File: config.mk
export PLATFORM = sky130hd
export DESIGN_NAME = resize_coord_gen
export DESIGN_NICKNAME = d
export VERILOG_FILES = /design/src/rtl/resize_coord_gen.sv
export SDC_FILE = /design/constraint.sdc
export NUM_CORES = 1
export LEC_CHECK = 0
export BUFFER_PORTS_ARGS = -buffer_cell sky130_fd_sc_hd__clkbuf_2
export CORE_UTILIZATION = 45
export CTS_BUF_LIST = sky130_fd_sc_hd__clkbuf_2
export CTS_CLUSTER_SIZE = 20
export DETAILED_ROUTE_END_ITERATION = 6
export GPL_TIMING_DRIVEN = 0
export MAX_ROUTING_LAYER = met4
export PLACE_DENSITY = 0.7
export RECOVER_POWER = 100
export SYNTH_ARGS = -nofsm -noshare
export SYNTH_HDL_FRONTEND = slang
export SYNTH_SLANG_ARGS = --single-unit
export TNS_END_PERCENT = 100
File: constraint.sdc
create_clock -name CLK -period 10.8 [get_ports CLK]
set_input_delay 0.54 -clock CLK [delete_from_list [all_inputs] [get_ports CLK]]
set_output_delay 0.54 -clock CLK [all_outputs]
set_load 0.02 [all_outputs]
File: src/rtl/resize_coord_gen.sv
// Coordinate generator for the bicubic resizer: walks target pixels in raster order and
// emits the source integer coordinate plus Q0.FRAC_W fractional offsets for each.
module resize_coord_gen #(
  parameter int COORD_W = 7,
  parameter int FRAC_W  = 8
) (
  input  logic               CLK,
  input  logic               RST,
  input  logic               start,
  input  logic [COORD_W-1:0] H0,
  input  logic [COORD_W-1:0] V0,
  input  logic [4:0]         SW,
  input  logic [4:0]         SH,
  input  logic [5:0]         TW,
  input  logic [5:0]         TH,
  output logic               out_valid,
  input  logic               out_ready,
  output logic [COORD_W-1:0] out_row,
  output logic [COORD_W-1:0] out_col,
  output logic [FRAC_W-1:0]  out_row_frac,
  output logic [FRAC_W-1:0]  out_col_frac,
  output logic               out_last,
  output logic               busy,
  output logic               done
);

  typedef enum logic [2:0] {S_IDLE, S_DIV_H, S_DIV_V, S_FRAC_V, S_FRAC_H, S_OUT} state_t;

  state_t              state_q, state_d;
  logic [COORD_W-1:0]  h0_q, h0_d;
  logic [5:0]          dh_q, dh_d, dv_q, dv_d, nv_q, nv_d;
  logic [5:0]          step_qh_q, step_qh_d, step_rh_q, step_rh_d;
  logic [5:0]          step_qv_q, step_qv_d, step_rv_q, step_rv_d;
  logic [COORD_W-1:0]  row_int_q, row_int_d, col_int_q, col_int_d;
  logic [5:0]          row_rem_q, row_rem_d, col_rem_q, col_rem_d;
  logic [5:0]          h_q, h_d, v_q, v_d;
  logic [5:0]          part_q, part_d, dvd_q, dvd_d;
  logic [FRAC_W-1:0]   quo_q, quo_d;
  logic [3:0]          cnt_q, cnt_d;
  logic                out_valid_q, out_valid_d, out_last_q, out_last_d;
  logic [COORD_W-1:0]  out_row_q, out_row_d, out_col_q, out_col_d;
  logic [FRAC_W-1:0]   out_row_frac_q, out_row_frac_d, out_col_frac_q, out_col_frac_d;
  logic                busy_q, busy_d, done_q, done_d;

  logic [5:0]          div_sel;
  logic                div_bit;
  logic [6:0]          step_res;
  logic [FRAC_W-1:0]   quo_new;
  logic [COORD_W+5:0]  row_nxt, col_nxt;

  // One restoring-division iteration: {quotient bit, new partial remainder}.
  function automatic logic [6:0] div_step(input logic [5:0] part, input logic bit_in,
                                          input logic [5:0] d);
    logic [6:0] sh;
    sh = {part, bit_in};
    if (sh >= {1'b0, d}) return {1'b1, 6'(sh - {1'b0, d})};
    return {1'b0, sh[5:0]};
  endfunction

  // Accumulator advance; a zero divisor never produces a carry.
  function automatic logic [COORD_W+5:0] acc_adv(input logic [COORD_W-1:0] ival,
      input logic [5:0] rem, input logic [5:0] q, input logic [5:0] r, input logic [5:0] d);
    logic [6:0] sum;
    logic       carry;
    sum   = {1'b0, rem} + {1'b0, r};
    carry = (d != 6'd0) && (sum >= {1'b0, d});
    if (carry) sum = sum - {1'b0, d};
    return {ival + COORD_W'(q) + COORD_W'(carry), sum[5:0]};
  endfunction

  assign row_nxt = acc_adv(row_int_q, row_rem_q, step_qv_q, step_rv_q, dv_q);
  assign col_nxt = acc_adv(col_int_q, col_rem_q, step_qh_q, step_rh_q, dh_q);

  always_comb begin
    state_d = state_q;       h0_d = h0_q;             dh_d = dh_q;
    dv_d = dv_q;             nv_d = nv_q;
    step_qh_d = step_qh_q;   step_rh_d = step_rh_q;
    step_qv_d = step_qv_q;   step_rv_d = step_rv_q;
    row_int_d = row_int_q;   row_rem_d = row_rem_q;
    col_int_d = col_int_q;   col_rem_d = col_rem_q;
    h_d = h_q;               v_d = v_q;
    part_d = part_q;         dvd_d = dvd_q;           quo_d = quo_q;
    cnt_d = cnt_q;
    out_valid_d = out_valid_q;        out_last_d = out_last_q;
    out_row_d = out_row_q;            out_col_d = out_col_q;
    out_row_frac_d = out_row_frac_q;  out_col_frac_d = out_col_frac_q;
    done_d = 1'b0;

    div_sel  = (state_q == S_DIV_H || state_q == S_FRAC_H) ? dh_q : dv_q;
    div_bit  = (state_q == S_DIV_H || state_q == S_DIV_V) ? dvd_q[5] : 1'b0;
    step_res = div_step(part_q, div_bit, div_sel);
    quo_new  = {quo_q[FRAC_W-2:0], step_res[6]};

    case (state_q)
      S_IDLE: if (start) begin
        h0_d = H0;            dh_d = TW - 6'd1;       dv_d = TH - 6'd1;
        nv_d = {1'b0, SH} - 6'd1;                     dvd_d = {1'b0, SW} - 6'd1;
        part_d = '0;          quo_d = '0;             cnt_d = '0;
        row_int_d = V0;       row_rem_d = '0;
        col_int_d = H0;       col_rem_d = '0;
        h_d = '0;             v_d = '0;
        state_d = S_DIV_H;
      end
      S_DIV_H, S_DIV_V: begin
        part_d = step_res[5:0];
        dvd_d  = dvd_q << 1;
        quo_d  = quo_new;
        cnt_d  = cnt_q + 4'd1;
        if (cnt_q == 4'd5) begin
          quo_d = '0;
          cnt_d = '0;
          if (state_q == S_DIV_H) begin
            step_qh_d = (dh_q == 6'd0) ? 6'd0 : quo_new[5:0];
            step_rh_d = (dh_q == 6'd0) ? 6'd0 : step_res[5:0];
            part_d  = '0;
            dvd_d   = nv_q;
            state_d = S_DIV_V;
          end else begin
            step_qv_d = (dv_q == 6'd0) ? 6'd0 : quo_new[5:0];
            step_rv_d = (dv_q == 6'd0) ? 6'd0 : step_res[5:0];
            part_d  = row_rem_q;
            state_d = S_FRAC_V;
          end
        end
      end
      S_FRAC_V, S_FRAC_H: begin
        part_d = step_res[5:0];
        quo_d  = quo_new;
        cnt_d  = cnt_q + 4'd1;
        if (cnt_q == 4'(FRAC_W - 1)) begin
          quo_d = '0;
          cnt_d = '0;
          if (state_q == S_FRAC_V) begin
            out_row_frac_d = (dv_q == 6'd0) ? '0 : quo_new;
            part_d  = col_rem_q;
            state_d = S_FRAC_H;
          end else begin
            out_col_frac_d = (dh_q == 6'd0) ? '0 : quo_new;
            out_row_d   = row_int_q;
            out_col_d   = col_int_q;
            out_last_d  = (h_q == dh_q) && (v_q == dv_q);
            out_valid_d = 1'b1;
            state_d     = S_OUT;
          end
        end
      end
      S_OUT: if (out_ready) begin
        out_valid_d = 1'b0;
        if (out_last_q) begin
          done_d  = 1'b1;
          state_d = S_IDLE;
        end else if (h_q == dh_q) begin
          // Row change: advance the row, rewind the column to the window origin.
          h_d = '0;
          v_d = v_q + 6'd1;
          {row_int_d, row_rem_d} = row_nxt;
          col_int_d = h0_q;
          col_rem_d = '0;
          part_d    = row_nxt[5:0];
          state_d   = S_FRAC_V;
        end else begin
          h_d = h_q + 6'd1;
          {col_int_d, col_rem_d} = col_nxt;
          part_d  = col_nxt[5:0];
          state_d = S_FRAC_H;
        end
      end
      default: state_d = S_IDLE;
    endcase
    busy_d = (state_d != S_IDLE);
  end

  always_ff @(posedge CLK) begin
    if (RST) begin
      state_q <= S_IDLE;     h0_q <= '0;         dh_q <= '0;
      dv_q <= '0;            nv_q <= '0;
      step_qh_q <= '0;       step_rh_q <= '0;    step_qv_q <= '0;    step_rv_q <= '0;
      row_int_q <= '0;       row_rem_q <= '0;    col_int_q <= '0;    col_rem_q <= '0;
      h_q <= '0;             v_q <= '0;
      part_q <= '0;          dvd_q <= '0;        quo_q <= '0;        cnt_q <= '0;
      out_valid_q <= 1'b0;   out_last_q <= 1'b0; out_row_q <= '0;    out_col_q <= '0;
      out_row_frac_q <= '0;  out_col_frac_q <= '0;
      busy_q <= 1'b0;        done_q <= 1'b0;
    end else begin
      state_q <= state_d;    h0_q <= h0_d;       dh_q <= dh_d;
      dv_q <= dv_d;          nv_q <= nv_d;
      step_qh_q <= step_qh_d; step_rh_q <= step_rh_d;
      step_qv_q <= step_qv_d; step_rv_q <= step_rv_d;
      row_int_q <= row_int_d; row_rem_q <= row_rem_d;
      col_int_q <= col_int_d; col_rem_q <= col_rem_d;
      h_q <= h_d;            v_q <= v_d;
      part_q <= part_d;      dvd_q <= dvd_d;     quo_q <= quo_d;     cnt_q <= cnt_d;
      out_valid_q <= out_valid_d; out_last_q <= out_last_d;
      out_row_q <= out_row_d; out_col_q <= out_col_d;
      out_row_frac_q <= out_row_frac_d; out_col_frac_q <= out_col_frac_d;
      busy_q <= busy_d;      done_q <= done_d;
    end
  end

  assign out_valid    = out_valid_q;
  assign out_last     = out_last_q;
  assign out_row      = out_row_q;
  assign out_col      = out_col_q;
  assign out_row_frac = out_row_frac_q;
  assign out_col_frac = out_col_frac_q;
  assign busy         = busy_q;
  assign done         = done_q;

endmodule

==> reports/results.ini <==
[run_status]
run_status=finished, violations left
violations=design-rule violations

[cts]
clock_sinks=147
post_cts_buffers=0
ctsRootBufferMaster=clkbuf_2
clk_pin_slew_ns=0.24
htree_levels=4
cts_made_buffers=17
clock_latency_ns=0.77
clk_path_buf_depth=2
cts_tree=done

[synthesis]
synthTopCellsByCount=dfxtp_1, nand2_1, a21oi_1
synth_top_area_cell=dfxtp_1
yosys_warnings=0
syn_nets=1159
synth-edff-count=0
ys_top_cells_by_area=dfxtp_1, ha_1, nand2_1
synth-main-ff-cell=dfxtp_1
synthCells=1062
synth-adder-area-share_pct=9.214
synth_area_per_cell_um2=7.978
ys_ff_latch=147
synthMuxAreaShare_pct=1.979
synth_top_family_by_area=compound AO/OA/AOI/OAI gates
synthArstFlopShare_pct=0
synth_most_common_cell=dfxtp_1
synthSimpleGateAreaFrac_pct=21.31
ys_seq_area_share_pct=34.73
syn_area_mm2=0.008473
synth_cell_types=66
synth_compound_area_share_pct=21.53
netlist.area_leader.share_pct=34.73
synth-xor-area-share_pct=6.202

[pwr]
power.density_mw_per_mm2=122.1
p_total_w=0.001150
ir_drop_v=0.00008495
p_leak_nw=3.721

[global_route]
grt_pass1_wl_um=41370
grt_max_degree=17
track_usage_pct=28.09
grt_pass1_vias=7836
grt_overflow=0
antenna_found_initial=0

[routing]
drc=4
vias=8285
drtIter0Drc=923
wl_um=25880
via_per_inst=5.884
routedWlPerCell_um=18.38
drtAntennaViolNets=0
drt-pass1-iter-count=7

[final_layout]
drive_gt1_share_pct=6.446
final_area_mm2=0.009414
nFillCells=1814
nets=1263
final_util_pct=51.70
syn_to_final_growth_pct=11.10
n_antenna_cell=0

[die]
core_area_mm2=0.01821
start_util_pct=46.53
die-area_mm2=0.01938
io_pins=74
fp.dieW_um=139.2
die_h_um=139.2
rows=49

[timing]
finalSetupTns_ns=0
fin_ws_ns=5.441
max_freq_mhz=186.6
tightest_slew_ns=1.296
drv_slew=0
hold_violations=0
clock_skew_ns=0.02914
grt_setup_unrepaired=false
slew_headroom_pct=12.78
fin_crit_ns=5.359
setup_viol=0
fin_crit_sh_pct=49.62

[placement]
dpl-instance-area_mm2=0.009120
hpwl_um=19570
post-place-ws_ns=5.542
io_buffers=72
gp_congestion=0.9221

[critical_path]
startpoint_type=flop
r2r_cells=20
worstReg2RegEnd=row_int_q[6]
cp_max_fo=10
crit_type=flop to flop
r2r_slack_ns=5.44
cp-end-kind=flop
reg2reg_from=row_rem_q[0]
cp_data_arrival_time_ns=6.09
crit_required_ns=11.53

[worst_hold_path]
hold_end=h0_q[3]
hold-path-cell-count=3
min_from=H0[3]
worstHoldPathType=input port to flop

[flow_run]
maxCapViolCount=0

[final cells by class]
type	count	area, um^2	share of cell area, %
multi-input cells	805	5081	53.97
inverters	45	168.9	1.794
clock buffers	17	85.08	0.9038
well taps	229	286.5	3.044
flip-flops and latches	147	2943	31.26
repair buffers	85	447.9	4.758
clock inverters	15	156.4	1.661
plain buffers	65	245.2	2.605
[worst max-delay path by stage]
stage,startpoint,to,cells after the start
finish,row_rem_q[0],row_int_q[6],20
global route,row_rem_q[0],row_int_q[6],22
CTS,row_rem_q[0],row_int_q[6],22
detailed placement,row_rem_q[0],row_int_q[6],22
global placement,row_rem_q[0],row_int_q[6],20
floorplan,row_rem_q[0],row_int_q[6],20
[state kept, by name (all words and copies together), names as in the netlist, 7 cells and up]
| signal | flops |
|---|---|
| quo_q | 7 |
| row_int_q | 7 |
| out_row_frac | 8 |
| out_col | 7 |
| out_row | 7 |
| col_int_q | 7 |
| h0_q | 7 |
| out_col_frac | 8 |
[power by group]
| part | internal (W) | switching [W] | total (W) | leakage (nW) |
|---|---|---|---|---|
| combinational | 0.0000814 | 0.000159 | 0.000240 | 2.39 |
| clock | 0.000108 | 0.000223 | 0.000332 | 0.140 |
| sequential | 0.000559 | 0.0000187 | 0.000578 | 1.19 |
| total | 0.000749 | 0.000401 | 0.00115 | 3.72 |
[through the flow]
stage	instances	hold slack, ns
global placement	1363	0.4417
detailed placement	1363	0.4463
floorplan	1062	0.4319
finish	1408	0.006518
CTS	1406	0.0007980
global route	1408	0.001252
[what timing repair did]
item	in CTS	in global routing
hold endpoints to repair	11	2
gates resized for setup	0	0
hold buffers	11	2
[cells by family after synthesis]
group | Yosys count
compound gates | 282
simple gates | 390
buf+inv | 110
xor+xnor | 60
fa+ha+maj | 57
flops | 147
mux | 16
[placed cells by master, fill, tap and decap left out, drive strengths merged, types with 4 or more instances in the layout]
cell type | synthesis | layout
a211oi | 26 | 26
a21boi | 4 | 4
a21o | 14 | 14
a21oi | 100 | 100
a22oi | 28 | 28
a311oi | 4 | 4
a31oi | 12 | 12
and3 | 8 | 8
clkbuf | 56 | 153
clkinv | 0 | 6
dfxtp | 147 | 147
dlygate4sd3 | 0 | 13
fa | 9 | 9
ha | 48 | 48
inv | 45 | 49
mux2 | 6 | 6
mux2i | 10 | 10
nand2 | 138 | 138
nand2b | 4 | 4
nand3 | 52 | 52
nand4 | 10 | 10
nor2 | 100 | 100
nor2b | 6 | 6
nor3 | 30 | 30
nor4 | 12 | 12
o211a | 4 | 4
o211ai | 14 | 14
o21a | 4 | 4
o21ai | 32 | 32
o21bai | 6 | 6
o31a | 4 | 4
o31ai | 9 | 9
or3 | 14 | 14
xnor2 | 22 | 22
xor2 | 38 | 38
[layer usage]
| metal | global-route usage [%] | share of wire [%] | vias up |
|---|---|---|---|
| met1 | 37.32 | 44 | 3868 |
| li1 | - | - | 3999 |
| met5 | - | 0 | - |
| met4 | 6.901 | 1.9 | 0 |
| met2 | 42.90 | 44 | 371 |
| met3 | 6.607 | 9.7 | 47 |
[worst max-delay path: stages, from the launching register on]
cell and delay, ns:
dfxtp_1 0.42, ha_1 0.23, inv_1 0.07, fa_1 0.41, xnor2_1 0.37, ha_1 0.36
o21a_1 0.21, o31a_1 0.12, o31a_1 0.29, nor3_1 0.29, clkbuf_1 0.37, nor2_1 0.23
fa_1 0.46, fa_1 0.42, a21o_1 0.17, a21oi_1 0.22, o21bai_1 0.09, a21oi_1 0.19
a21oi_1 0.08, nand2b_1 0.17, a31oi_1 0.14
(Power assumes the default switching activity.)
